==> src/rtl/bmd_lat_pkg.sv <==
// Shared types, default widths and the saturating adder for the latency-check controller.
package bmd_lat_pkg;

  localparam int LAT_ADDR_W = 14;
  localparam int LAT_DATA_W = 64;
  localparam int LAT_RD_LAT = 2;
  localparam int LAT_CNT_W  = 32;

  typedef enum logic [1:0] {
    ST_IDLE = 2'd0,
    ST_RUN  = 2'd1,
    ST_DONE = 2'd2
  } lat_state_e;

  // MSB of the result flags saturation; the lower bits are the clamped sum.
  function automatic logic [LAT_DATA_W:0] sat_add(input logic [LAT_DATA_W-1:0] a,
                                                  input logic [LAT_DATA_W-1:0] b);
    logic [LAT_DATA_W:0] s;
    s = {1'b0, a} + {1'b0, b};
    if (s[LAT_DATA_W]) s = '1;
    return s;
  endfunction

endpackage

==> src/rtl/bmd_256_latency_ctrl_if.sv <==
// Engine/BRAM/status bundle of the latency-check controller.
interface bmd_256_latency_ctrl_if #(
  parameter int ADDR_W = bmd_lat_pkg::LAT_ADDR_W,
  parameter int DATA_W = bmd_lat_pkg::LAT_DATA_W,
  parameter int CNT_W  = bmd_lat_pkg::LAT_CNT_W
);
  logic [DATA_W-1:0] latency_counter;
  logic              start;
  logic              clr;
  logic [CNT_W-1:0]  sample_target;
  logic              tx_stamp;
  logic [ADDR_W-1:0] tx_tag;
  logic              rx_stamp;
  logic [ADDR_W-1:0] rx_tag;
  logic              bram_wea;
  logic [ADDR_W-1:0] bram_wr_addr;
  logic [DATA_W-1:0] bram_wr_data;
  logic              bram_reb;
  logic [ADDR_W-1:0] bram_rd_addr;
  logic              bram_rstb;
  logic [DATA_W-1:0] bram_rd_data;
  logic              busy;
  logic              done;
  logic              lat_valid;
  logic [DATA_W-1:0] lat_last;
  logic [DATA_W-1:0] lat_min;
  logic [DATA_W-1:0] lat_max;
  logic [DATA_W-1:0] lat_sum;
  logic              sum_ovf;
  logic [CNT_W-1:0]  sample_cnt;
  logic [CNT_W-1:0]  err_cnt;

  modport slave (
    input  latency_counter, start, clr, sample_target, tx_stamp, tx_tag, rx_stamp, rx_tag,
           bram_rd_data,
    output bram_wea, bram_wr_addr, bram_wr_data, bram_reb, bram_rd_addr, bram_rstb,
           busy, done, lat_valid, lat_last, lat_min, lat_max, lat_sum, sum_ovf,
           sample_cnt, err_cnt
  );

  modport master (
    output latency_counter, start, clr, sample_target, tx_stamp, tx_tag, rx_stamp, rx_tag,
           bram_rd_data,
    input  bram_wea, bram_wr_addr, bram_wr_data, bram_reb, bram_rd_addr, bram_rstb,
           busy, done, lat_valid, lat_last, lat_min, lat_max, lat_sum, sum_ovf,
           sample_cnt, err_cnt
  );
endinterface

==> src/rtl/bmd_lat_stats.sv <==
// Latency statistics accumulator: last/min/max, saturating sum and sample/error counters.
module bmd_lat_stats
  import bmd_lat_pkg::*;
#(
  parameter int DATA_W = LAT_DATA_W,
  parameter int CNT_W  = LAT_CNT_W
) (
  input  logic              clk,
  input  logic              rst,
  input  logic              i_clr,
  input  logic              i_valid,
  input  logic              i_err,
  input  logic [DATA_W-1:0] i_delta,
  output logic              o_lat_valid,
  output logic [DATA_W-1:0] o_lat_last,
  output logic [DATA_W-1:0] o_lat_min,
  output logic [DATA_W-1:0] o_lat_max,
  output logic [DATA_W-1:0] o_lat_sum,
  output logic              o_sum_ovf,
  output logic [CNT_W-1:0]  o_sample_cnt,
  output logic [CNT_W-1:0]  o_err_cnt
);
  logic              r_lat_valid;
  logic [DATA_W-1:0] r_last, r_min, r_max, r_sum;
  logic              r_ovf;
  logic [CNT_W-1:0]  r_cnt, r_err;
  logic [DATA_W:0]   w_sum_next;

  assign w_sum_next = sat_add(r_sum, i_delta);

  always_ff @(posedge clk) begin
    if (rst || i_clr) begin
      r_lat_valid <= 1'b0;
      r_last      <= '0;
      r_min       <= '1;
      r_max       <= '0;
      r_sum       <= '0;
      r_ovf       <= 1'b0;
      r_cnt       <= '0;
      r_err       <= '0;
    end else begin
      r_lat_valid <= i_valid && !i_err;
      if (i_valid && i_err) begin
        if (!(&r_err)) r_err <= r_err + CNT_W'(1);
      end else if (i_valid) begin
        r_last <= i_delta;
        if (i_delta < r_min) r_min <= i_delta;
        if (i_delta > r_max) r_max <= i_delta;
        r_sum <= w_sum_next[DATA_W-1:0];
        if (w_sum_next[DATA_W]) r_ovf <= 1'b1;
        if (!(&r_cnt)) r_cnt <= r_cnt + CNT_W'(1);
      end
    end
  end

  assign o_lat_valid  = r_lat_valid;
  assign o_lat_last   = r_last;
  assign o_lat_min    = r_min;
  assign o_lat_max    = r_max;
  assign o_lat_sum    = r_sum;
  assign o_sum_ovf    = r_ovf;
  assign o_sample_cnt = r_cnt;
  assign o_err_cnt    = r_err;
endmodule

==> src/rtl/bmd_256_latency_ctrl.sv <==
// Latency-check controller: stamps tagged TX packets into BRAM and measures round trip on RX.
// state | meaning: IDLE idle, stamps ignored | RUN stamping and measuring | DONE target reached, TX still stamped
module bmd_256_latency_ctrl
  import bmd_lat_pkg::*;
#(
  parameter int ADDR_W = LAT_ADDR_W,
  parameter int DATA_W = LAT_DATA_W,
  parameter int RD_LAT = LAT_RD_LAT,
  parameter int CNT_W  = LAT_CNT_W
) (
  input  logic                 clk,
  input  logic                 rst,
  bmd_256_latency_ctrl_if.slave bus
);
  typedef struct packed {
    logic              valid;
    logic [DATA_W-1:0] now;
    logic              byp;
    logic [DATA_W-1:0] byp_data;
  } rd_stage_t;

  lat_state_e        r_state;
  logic              r_busy, r_done;
  rd_stage_t         r_pipe [RD_LAT];
  rd_stage_t         w_head;
  logic              w_wea, w_reb, w_collide, w_err, w_accept, w_stat_clr, w_hit_target;
  logic [ADDR_W-1:0] w_wr_addr, w_rd_addr;
  logic [DATA_W-1:0] w_stamp, w_delta;

  assign w_wea     = bus.tx_stamp && (r_state != ST_IDLE) && !bus.clr && !rst;
  assign w_reb     = bus.rx_stamp && (r_state == ST_RUN) && !bus.clr && !rst;
  assign w_wr_addr = w_wea ? bus.tx_tag : '0;
  assign w_rd_addr = w_reb ? bus.rx_tag : '0;
  // Same-cycle write and read of one tag: BRAM output is undefined, so reuse the write data.
  assign w_collide = w_wea && w_reb && (bus.tx_tag == bus.rx_tag);

  assign bus.bram_wea     = w_wea;
  assign bus.bram_wr_addr = w_wr_addr;
  assign bus.bram_wr_data = w_wea ? bus.latency_counter : '0;
  assign bus.bram_reb     = w_reb;
  assign bus.bram_rd_addr = w_rd_addr;
  assign bus.bram_rstb    = bus.clr;
  assign bus.busy         = r_busy;
  assign bus.done         = r_done;

  always_ff @(posedge clk) begin
    if (rst || bus.clr) begin
      for (int i = 0; i < RD_LAT; i++) r_pipe[i] <= '0;
    end else begin
      r_pipe[0] <= '{valid: w_reb, now: bus.latency_counter, byp: w_collide,
                     byp_data: bus.latency_counter};
      for (int i = 1; i < RD_LAT; i++) r_pipe[i] <= r_pipe[i-1];
    end
  end

  assign w_head       = r_pipe[RD_LAT-1];
  assign w_stamp      = w_head.byp ? w_head.byp_data : bus.bram_rd_data;
  assign w_err        = w_stamp > w_head.now;
  assign w_delta      = w_head.now - w_stamp;
  assign w_accept     = w_head.valid && !w_err;
  assign w_stat_clr   = bus.clr || ((r_state == ST_DONE) && bus.start);
  assign w_hit_target = (bus.sample_target != '0) &&
                        ((bus.sample_cnt + CNT_W'(1)) == bus.sample_target);

  always_ff @(posedge clk) begin
    if (rst || bus.clr) begin
      r_state <= ST_IDLE;
      r_busy  <= 1'b0;
      r_done  <= 1'b0;
    end else begin
      case (r_state)
        ST_IDLE, ST_DONE: if (bus.start) begin
          r_state <= ST_RUN;
          r_busy  <= 1'b1;
          r_done  <= 1'b0;
        end
        ST_RUN: if (w_accept && w_hit_target) begin
          r_state <= ST_DONE;
          r_busy  <= 1'b0;
          r_done  <= 1'b1;
        end
        default: begin
          r_state <= ST_IDLE;
          r_busy  <= 1'b0;
          r_done  <= 1'b0;
        end
      endcase
    end
  end

  bmd_lat_stats #(.DATA_W(DATA_W), .CNT_W(CNT_W)) u_stats (
    .clk          (clk),
    .rst          (rst),
    .i_clr        (w_stat_clr),
    .i_valid      (w_head.valid),
    .i_err        (w_err),
    .i_delta      (w_delta),
    .o_lat_valid  (bus.lat_valid),
    .o_lat_last   (bus.lat_last),
    .o_lat_min    (bus.lat_min),
    .o_lat_max    (bus.lat_max),
    .o_lat_sum    (bus.lat_sum),
    .o_sum_ovf    (bus.sum_ovf),
    .o_sample_cnt (bus.sample_cnt),
    .o_err_cnt    (bus.err_cnt)
  );
endmodule
==> src/flat_wrapper.sv <==
// flat-port wrapper written by rule: the top's interface ports become plain ports
module bmd_256_latency_ctrl_flat import bmd_lat_pkg::*;
#(
  parameter int ADDR_W = LAT_ADDR_W,
  parameter int DATA_W = LAT_DATA_W,
  parameter int RD_LAT = LAT_RD_LAT,
  parameter int CNT_W  = LAT_CNT_W
)
  (clk, rst, bus_latency_counter, bus_start, bus_clr, bus_sample_target, bus_tx_stamp, bus_tx_tag, bus_rx_stamp, bus_rx_tag, bus_bram_rd_data, bus_bram_wea, bus_bram_wr_addr, bus_bram_wr_data, bus_bram_reb, bus_bram_rd_addr, bus_bram_rstb, bus_busy, bus_done, bus_lat_valid, bus_lat_last, bus_lat_min, bus_lat_max, bus_lat_sum, bus_sum_ovf, bus_sample_cnt, bus_err_cnt);
  bmd_256_latency_ctrl_if #(.ADDR_W(ADDR_W), .DATA_W(DATA_W), .CNT_W(CNT_W)) bus_i ();
  input  logic clk;
  input  logic rst;
  input wire logic [$bits(bus_i.latency_counter)-1:0] bus_latency_counter;
  input wire logic [$bits(bus_i.start)-1:0] bus_start;
  input wire logic [$bits(bus_i.clr)-1:0] bus_clr;
  input wire logic [$bits(bus_i.sample_target)-1:0] bus_sample_target;
  input wire logic [$bits(bus_i.tx_stamp)-1:0] bus_tx_stamp;
  input wire logic [$bits(bus_i.tx_tag)-1:0] bus_tx_tag;
  input wire logic [$bits(bus_i.rx_stamp)-1:0] bus_rx_stamp;
  input wire logic [$bits(bus_i.rx_tag)-1:0] bus_rx_tag;
  input wire logic [$bits(bus_i.bram_rd_data)-1:0] bus_bram_rd_data;
  output wire logic [$bits(bus_i.bram_wea)-1:0] bus_bram_wea;
  output wire logic [$bits(bus_i.bram_wr_addr)-1:0] bus_bram_wr_addr;
  output wire logic [$bits(bus_i.bram_wr_data)-1:0] bus_bram_wr_data;
  output wire logic [$bits(bus_i.bram_reb)-1:0] bus_bram_reb;
  output wire logic [$bits(bus_i.bram_rd_addr)-1:0] bus_bram_rd_addr;
  output wire logic [$bits(bus_i.bram_rstb)-1:0] bus_bram_rstb;
  output wire logic [$bits(bus_i.busy)-1:0] bus_busy;
  output wire logic [$bits(bus_i.done)-1:0] bus_done;
  output wire logic [$bits(bus_i.lat_valid)-1:0] bus_lat_valid;
  output wire logic [$bits(bus_i.lat_last)-1:0] bus_lat_last;
  output wire logic [$bits(bus_i.lat_min)-1:0] bus_lat_min;
  output wire logic [$bits(bus_i.lat_max)-1:0] bus_lat_max;
  output wire logic [$bits(bus_i.lat_sum)-1:0] bus_lat_sum;
  output wire logic [$bits(bus_i.sum_ovf)-1:0] bus_sum_ovf;
  output wire logic [$bits(bus_i.sample_cnt)-1:0] bus_sample_cnt;
  output wire logic [$bits(bus_i.err_cnt)-1:0] bus_err_cnt;
  assign bus_i.latency_counter = bus_latency_counter;
  assign bus_i.start = bus_start;
  assign bus_i.clr = bus_clr;
  assign bus_i.sample_target = bus_sample_target;
  assign bus_i.tx_stamp = bus_tx_stamp;
  assign bus_i.tx_tag = bus_tx_tag;
  assign bus_i.rx_stamp = bus_rx_stamp;
  assign bus_i.rx_tag = bus_rx_tag;
  assign bus_i.bram_rd_data = bus_bram_rd_data;
  assign bus_bram_wea = bus_i.bram_wea;
  assign bus_bram_wr_addr = bus_i.bram_wr_addr;
  assign bus_bram_wr_data = bus_i.bram_wr_data;
  assign bus_bram_reb = bus_i.bram_reb;
  assign bus_bram_rd_addr = bus_i.bram_rd_addr;
  assign bus_bram_rstb = bus_i.bram_rstb;
  assign bus_busy = bus_i.busy;
  assign bus_done = bus_i.done;
  assign bus_lat_valid = bus_i.lat_valid;
  assign bus_lat_last = bus_i.lat_last;
  assign bus_lat_min = bus_i.lat_min;
  assign bus_lat_max = bus_i.lat_max;
  assign bus_lat_sum = bus_i.lat_sum;
  assign bus_sum_ovf = bus_i.sum_ovf;
  assign bus_sample_cnt = bus_i.sample_cnt;
  assign bus_err_cnt = bus_i.err_cnt;
  bmd_256_latency_ctrl #(.ADDR_W(ADDR_W), .DATA_W(DATA_W), .RD_LAT(RD_LAT), .CNT_W(CNT_W)) u_core (.clk(clk), .rst(rst), .bus(bus_i));
endmodule
==> config.mk <==
export PLATFORM = sky130hd
export DESIGN_NAME = bmd_256_latency_ctrl_flat
export DESIGN_NICKNAME = d
export VERILOG_FILES = /design/src/rtl/bmd_lat_pkg.sv /design/src/rtl/bmd_256_latency_ctrl_if.sv /design/src/rtl/bmd_lat_stats.sv /design/src/rtl/bmd_256_latency_ctrl.sv /design/src/flat_wrapper.sv
export SDC_FILE = /design/constraint.sdc
export NUM_CORES = 1
export LEC_CHECK = 0
export ABC_CLOCK_PERIOD_IN_PS = 14350
export CAP_MARGIN = 20
export CORE_ASPECT_RATIO = 0.6
export CORE_MARGIN = 5
export CORE_UTILIZATION = 40
export CTS_CLUSTER_DIAMETER = 40
export DETAILED_ROUTE_END_ITERATION = 10
export PLACE_DENSITY = 0.68
export SLEW_MARGIN = 20
export SYNTH_ARGS = -nofsm -noshare
export SYNTH_HDL_FRONTEND = slang
export SYNTH_SLANG_ARGS = --single-unit
export TNS_END_PERCENT = 30
==> constraint.sdc <==
create_clock -name clk -period 14.35 [get_ports clk]
set_clock_uncertainty 0.1 [all_clocks]
set_input_delay 3.5875 -clock clk [delete_from_list [all_inputs] [get_ports clk]]
set_output_delay 3.5875 -clock clk [all_outputs]
set_load 0.05 [all_outputs]
==> results of run 1 <==
## flip-flops by register name, summed over array words and instances, names as in the netlist
name                         flops
u_core.u_stats.o_lat_min        64
u_core.r_state                   1
u_core.u_stats.o_lat_max        64
u_core.r_pipe                  132
u_core.u_stats.o_lat_valid       1
u_core.bus.done                  1
u_core.u_stats.o_lat_last       64
u_core.bus.busy                  1
u_core.u_stats.o_sample_cnt     32
u_core.u_stats.o_lat_sum        64
u_core.u_stats.o_err_cnt        32
u_core.u_stats.o_sum_ovf         1
## metrics by stage
step / std cells / hold slack, ps / power, W
global route: 5174 / 326.9 / 0.003357
CTS: 5169 / 317.0 / 0.003254
global placement: 5058 / 307.2 / 0.001732
floorplan: 3592 / 305.7 / 0.001542
finish: 5174 / 316.3 / 0.003236
detailed placement: 5058 / 309.7 / 0.001733
## cells in the mapped netlist (30+ instances only)
cell / number
a21oi_1: 338
nand2_1: 388
and2_1: 246
o21ai_0: 217
dfxtp_1: 457
inv_1: 192
o211ai_1: 32
clkbuf_1: 143
a21o_1: 94
or3_1: 32
a31oi_1: 70
ha_1: 257
nor2_1: 195
mux2i_1: 131
and3_1: 34
buf_2: 30
o21bai_1: 32
nand3_1: 74
xnor2_1: 124
nor3_1: 59
xor2_1: 72
nand4_1: 85
## metal layers
metal  up-vias  GRT usage (%)
met5         -              0
met1     13390          41.13
li1      13850              -
met2      1224          38.80
met4         2          7.668
met3       169          9.179
## how the worst min path moves through the flow
stage	start	to	slack (ps)
CTS	u_core.r_pipe[0][78]	u_core.r_pipe[0][208]	320
global placement	u_core.r_pipe[0][70]	u_core.r_pipe[0][200]	310
global route	u_core.r_pipe[0][78]	u_core.r_pipe[0][208]	330
floorplan	u_core.r_pipe[0][64]	u_core.r_pipe[0][194]	310
finish	u_core.r_pipe[0][78]	u_core.r_pipe[0][208]	320
detailed placement	u_core.r_pipe[0][104]	u_core.r_pipe[0][234]	310
## worst max-delay path, delay by kind of cell
kind | cells | cell delay (ps)
and+or+nand+nor | 8 | 2730
AOI/OAI and AO/OA | 7 | 1880
buffers and inverters | 3 | 1070
adders and majority gates | 3 | 1000
xor gates and xnor gates | 1 | 580
muxes | 2 | 460
## power by group through the flow
| stage | combinational [W] | clock (W) | sequential, W |
|---|---|---|---|
| 4_1_cts | 0.000424 | 0.00155 | 0.00128 |
| 3_5_place_dp | 0.000422 | 0 | 0.00131 |
| 2_1_floorplan | 0.000232 | 0 | 0.00131 |
| 3_3_place_gp | 0.000421 | 0 | 0.00131 |
| 6_report | 0.000433 | 0.00152 | 0.00128 |
| 5_1_grt | 0.000468 | 0.00161 | 0.00128 |
## final cells by class
cell class / instances / area [um2] / area share [%]
Tap cell: 975 / 1220 / 3.207
Multi-Input combinational cell: 2759 / 18310 / 48.15
Clock buffer: 74 / 1613 / 4.240
Antenna cell: 4 / 10.01 / 0.02632
Sequential cell: 457 / 9153 / 24.06
Clock inverter: 37 / 391.6 / 1.030
Timing Repair Buffer: 675 / 6611 / 17.38
Inverter: 193 / 724.4 / 1.905
## logic make-up after synthesis
logic type,count (synthesis),synth area share (%)
buf+inv,376,5.072
xor+xnor,196,5.953
compound gates,952,20.19
fa+ha+maj,259,11.29
mux,132,4.586
simple gates,1220,21.18
flops,457,31.73
==> flow_metrics.py, run 1 <==
metrics = {
    "final_layout": {
        "final_nets": 4598,
        "area_growth_syn_to_layout_pct": 31.89,
        "nFillCells": 6744,
        "drive_above_1_share_pct": 5.221,
        "final_cell_area_um2": 38040,
        "layout_common_cells": "clkdlybuf4s50_1 (612), dfxtp_1 (456), nand2_1 (386), a21oi_1 (337), ha_1 (257)",
        "layout_commonest_cell": "clkdlybuf4s50_1",
        "utilization_pct": 53.12,
    },
    "sta": {
        "finalHoldViolCount": 0,
        "fin_crit_sh_pct": 76.54,
        "max_slew_margin_pct": 17.49,
        "fin_crit_ps": 10980,
        "slew_violations": 0,
        "fmax_mhz": 91.05,
        "grt_setup_unrepaired": "false",
        "setup_ws_ps": 3367,
        "tightest_slew_ps": 1229,
        "setup_viol": 0,
        "tns_ps": 0,
    },
    "drt": {
        "drtPass1Iterations": 6,
        "ant_nets": 0,
        "routed.top_layer": "met5",
        "routedWlPerCell_um": 22.05,
        "wl_um": 114100,
        "dr_wl_met3_um": 12620,
        "wl_met1_um": 53370,
        "drc": 0,
        "vias": 28630,
        "drtIter0Drc": 2867,
        "viasPerCell": 5.533,
        "wl_met2_um": 45040,
    },
    "place": {
        "post_dp_cell_area_um2": 35990,
        "detailedPlace.worstSlack_ps": 2884,
        "port_buffers": 612,
        "hpwl_um": 90880,
        "gp_congestion": 0.9674,
    },
    "power": {
        "power_switching_w": 0.0009153,
        "switching_share_pct": 28.29,
        "p_seq_share_pct": 39.6,
        "irDropWorstVdd_uv": 89.78,
        "clkPwrFrac_pct": 47.0,
        "p_per_area_nw_per_um2": 85.07,
        "intPower_w": 0.002320,
        "power_frac_comb_pct": 13.4,
        "leakage_nw": 15.69,
    },
    "logic_synthesis": {
        "ys_ff_latch": 457,
        "yosysTopAreaCellShare_pct": 31.73,
        "yosys-top-cells-area": "dfxtp_1 (32%), ha_1 (11%), a21oi_1 (5.9%)",
        "synthCells": 3592,
        "netlist_area_um2": 28840,
        "yosysTopAreaCell": "dfxtp_1",
        "synth_top_flop_cell": "dfxtp_1",
        "yosys_warnings": 0,
        "synth.avg_cell_area_um2": 8.028,
        "synth.distinct_cells": 87,
        "synth_edf_count": 0,
        "syn-num-nets": 4045,
        "ys_seq_area_share_pct": 31.73,
        "ys_async_sr_fraction_pct": 0,
    },
    "global_route": {
        "groute.usage.overall_pct": 28.01,
        "grt_pass1_vias": 26770,
        "antenna_found_initial": 8,
        "grt_max_degree": 136,
        "grt_remaining_overflow": 0,
        "grt_pass1_wl_um": 168300,
    },
    "critical_path": {
        "slowest_stage": "nor4_1",
        "critPathMaxStageDelay_ps": 700,
        "crit_type": "input pin to flop",
        "rr_worst_depth": 21,
        "cp-end-kind": "flop",
        "reg2reg_slack_ps": 5760,
        "r2r-end": "u_core.u_stats.o_lat_max[9]",
        "worstPathCellList": "clkdlybuf4s50_1 > mux2_2 > ha_1 > fa_1 > nor2b_1 > o31a_1 > o31ai_2 > a21oi_1 > o2111ai_2 > a21oi_1 > a31oi_1 > o21ba_2 > xnor2_1 > inv_1 > ha_1 > nand4_1 > nor4_1 > nand2_1 > or4_1 > or4_1 > and3_2 > buf_4 > mux2i_1 > nor2_1",
        "worstSetupStartpointType": "input pin",
        "worstSetupStartpoint": "bus_bram_rd_data[0]",
        "worstSetupEndpoint": "u_core.u_stats.o_lat_max[9]",
        "arrival_ps": 11350,
        "r2r_start": "u_core.r_pipe[0][194]",
        "crit_fanout": 33,
        "required_ps": 14710,
    },
    "floorplan": {
        "die_area_um2": 77740,
        "fp.dieH_um": 218.0,
        "die_w_um": 356.6,
        "rows": 76,
        "core_area_um2": 71600,
        "ioPinCount": 613,
        "start_util_pct": 40.27,
    },
    "run": {
        "cap_violations": 0,
    },
    "clocking": {
        "path_clk_slew_ps": 60,
        "root_buffer": "clkbuf_16",
        "h-tree-depth": 2,
        "post_cts_buffers": 0,
        "cts_buffer_depth": 3,
        "clkLatencyLatePin_ps": 650,
        "cts_sinks": 457,
        "cts_buffers": 59,
        "cts-hold-fix-buffers": 0,
        "tritoncts": "built",
        "cts-resized-gates": 0,
    },
    "status": {
        "status": "complete, no violations",
    },
    "min_path": {
        "whs_path_depth": 1,
        "hp-class": "flop to flop",
    },
}
Note: power is estimated with default switching activity, not from simulation.
==> run 2, diff against run 1 <==
--- a/config.mk
+++ b/config.mk
@@ -5,14 +5,14 @@
 export SDC_FILE = /design/constraint.sdc
 export NUM_CORES = 1
 export LEC_CHECK = 0
-export ABC_CLOCK_PERIOD_IN_PS = 14350
+export ABC_CLOCK_PERIOD_IN_PS = 10000
 export CAP_MARGIN = 20
 export CORE_ASPECT_RATIO = 0.6
 export CORE_MARGIN = 5
 export CORE_UTILIZATION = 40
 export CTS_CLUSTER_DIAMETER = 40
 export DETAILED_ROUTE_END_ITERATION = 10
-export PLACE_DENSITY = 0.68
+export PLACE_DENSITY = 0.71
 export SLEW_MARGIN = 20
 export SYNTH_ARGS = -nofsm -noshare
 export SYNTH_HDL_FRONTEND = slang
==> constraint.sdc (replaced) <==
create_clock -name clk -period 10 [get_ports clk]
set_clock_uncertainty 0.1 [all_clocks]
set_input_delay 2.5 -clock clk [delete_from_list [all_inputs] [get_ports clk]]
set_output_delay 2.5 -clock clk [all_outputs]
set_load 0.05 [all_outputs]
==> run 2 against run 1 <==
Utilization is 0.14 points higher. Register-to-register slack worse by 3800 ps. Die area stayed put. Clock power is 41% higher. Sequential power is 44% higher. Critical path type unchanged. Critical endpoint is now u_core.u_stats.o_lat_sum[37]. Highest routed layer unchanged.
==> flow_metrics.py, run 2 (same netlist as run 1, synthesis figures left out) <==
metrics = {
    "clocking": {
        "cts_buffer_depth": 3,
        "post_cts_buffers": 0,
        "tritoncts": "built",
        "cts-resized-gates": 0,
        "clkLatencyLatePin_ps": 640,
        "cts_sinks": 457,
        "root_buffer": "clkbuf_16",
        "cts-hold-fix-buffers": 0,
        "cts_buffers": 59,
        "h-tree-depth": 2,
        "path_clk_slew_ps": 70,
    },
    "global_route": {
        "met2_usage_pct": 39.46,
        "grt_max_degree": 107,
        "grt_remaining_overflow": 0,
        "groute.usage.overall_pct": 28.05,
        "grt_util_met1_pct": 40.92,
        "grt-busiest-layer": "met1",
        "met3_usage_pct": 8.410,
        "antenna_found_initial": 11,
        "grt_pass1_wl_um": 168000,
        "grt_pass1_vias": 26650,
    },
    "sta": {
        "finalHoldViolCount": 0,
        "grt_setup_unrepaired": "false",
        "setup_viol": 0,
        "fin_crit_sh_pct": 90.34,
        "max_slew_margin_pct": 22.11,
        "tns_ps": 0,
        "slew_violations": 0,
        "tightest_slew_ps": 1160,
        "fmax_mhz": 110.7,
        "timing.hold.ws_ps": 322.8,
        "fin_crit_ps": 9034,
    },
    "final_layout": {
        "final_cell_area_um2": 38140,
        "area_growth_syn_to_layout_pct": 32.24,
        "layout_common_cells": "clkdlybuf4s50_1 (612), dfxtp_1 (456), nand2_1 (386), a21oi_1 (337), ha_1 (257)",
        "drive_above_1_share_pct": 5.533,
        "final_nets": 4616,
        "largest_register_ffs": 132,
        "nFillCells": 6585,
        "stdcell_count": 5193,
        "layout_commonest_cell": "clkdlybuf4s50_1",
        "largest-register": "u_core.r_pipe",
    },
    "power": {
        "switching_share_pct": 28.89,
        "power_frac_comb_pct": 13.7,
        "intPower_w": 0.003286,
        "p_per_area_nw_per_um2": 121.2,
        "irDropWorstVdd_uv": 119.7,
        "leakage_nw": 15.74,
        "clkPwrFrac_pct": 46.5,
        "power_switching_w": 0.001335,
        "p_seq_share_pct": 39.8,
    },
    "drt": {
        "ant_nets": 0,
        "drtIter0Drc": 3085,
        "viasPerCell": 5.555,
        "drc": 0,
        "wl_um": 114800,
        "drtPass1Iterations": 6,
        "vias": 28850,
        "routedWlPerCell_um": 22.10,
    },
    "place": {
        "dp_cells": 5076,
        "gp_congestion": 1.001,
        "port_buffers": 612,
        "post_dp_cell_area_um2": 36140,
        "hpwl_um": 91530,
    },
    "floorplan": {
        "ioPinCount": 613,
        "die_area_um2": 77740,
        "start_util_pct": 40.27,
        "die_w_um": 356.6,
        "fp.dieH_um": 218.0,
        "core_area_um2": 71600,
        "rows": 76,
    },
    "status": {
        "status": "complete, no violations",
    },
    "critical_path": {
        "required_ps": 10440,
        "crit_type": "input pin to flop",
        "cp-end-kind": "flop",
        "crit_fanout": 42,
        "arrival_ps": 9470,
        "worstSetupStartpointType": "input pin",
    },
    "min_path": {
        "hp-class": "flop to flop",
    },
    "run": {
        "cap_violations": 0,
    },
}
[run 2: cell count changes in the layout (fill, tap and decap cells not counted), moves of 3 or more]
| cell | before | now |
|---|---|---|
| xnor2_2 | 3 | 0 |
| inv_6 | 8 | 11 |
| clkbuf_1 | 7 | 4 |
| xnor2_1 | 121 | 124 |
| clkbuf_8 | 8 | 1 |
| clkinv_4 | 4 | 7 |
| clkinv_8 | 1 | 4 |
| inv_8 | 10 | 6 |
| buf_4 | 62 | 78 |
| diode_2 | 4 | 7 |
[run 2: final cells by class]
class                           instances  area [um2]  area share, %
Tap cell                              975        1220          3.199
Sequential cell                       457        9153          24.00
Antenna cell                            7       17.52        0.04593
Inverter                              193       724.4          1.900
Timing Repair Buffer                  693        6771          17.76
Multi-Input combinational cell       2759       18280          47.92
Clock inverter                         45       469.2          1.230
Clock buffer                           64        1505          3.947
[run 2: worst paths after layout]
| check | start | to | slack (ps) | cells past startpoint |
|---|---|---|---|---|
| worst max-delay path | bus_bram_rd_data[0] | u_core.u_stats.o_lat_sum[37] | 970 | 22 |
| worst min-delay path | u_core.r_pipe[0][78] | u_core.r_pipe[0][208] | 320 | 1 |
| worst max register to register | u_core.r_pipe[0][194] | u_core.u_stats.o_lat_max[63] | 1960 | 23 |
| worst min register to register | u_core.r_pipe[0][78] | u_core.r_pipe[0][208] | 320 | 1 |
[run 2: per-stage QoR]
step / setup WS (ps) / utilization (%) / power (W)
global route: 755.7 / 53.26 / 0.004786
detailed placement: 498.3 / 50.47 / 0.002493
finish: 966.2 / 53.26 / 0.004622
global placement: 670.4 / 50.47 / 0.002490
CTS: 1169 / 53.22 / 0.004643
floorplan: 2305 / - / 0.002213
[run 2: worst max-delay path: stages]
cell and delay (ps):
clkdlybuf4s50_1 400, mux2_2 260, ha_1 220, fa_1 410, nor2b_1 180, o31a_1 220, o31ai_2 90, a211oi_1 540
o221ai_1 320, a21oi_1 360, a21oi_1 130, xnor2_1 730, ha_1 430, nand4_1 180, or2_2 340, or3_1 370
nor2_1 150, o2111ai_1 170, a31o_2 330, o211ai_1 360, inv_2 430, a31oi_1 310
[run 2: power by group through the flow]
stage	logic [W]	registers (W)	clock network (W)
2_1_floorplan	0.000333	0.00188	0
3_3_place_gp	0.000609	0.00188	0
3_5_place_dp	0.000612	0.00188	0
4_1_cts	0.000615	0.00184	0.00219
5_1_grt	0.000676	0.00184	0.00227
6_report	0.000632	0.00184	0.00215
[run 2: routing by layer]
layer / vias up / wire length [um]
met4: 8 / 3359
met3: 192 / 12670
li1: 13870 / -
met5: - / 46
met2: 1328 / 46190
met1: 13450 / 52520
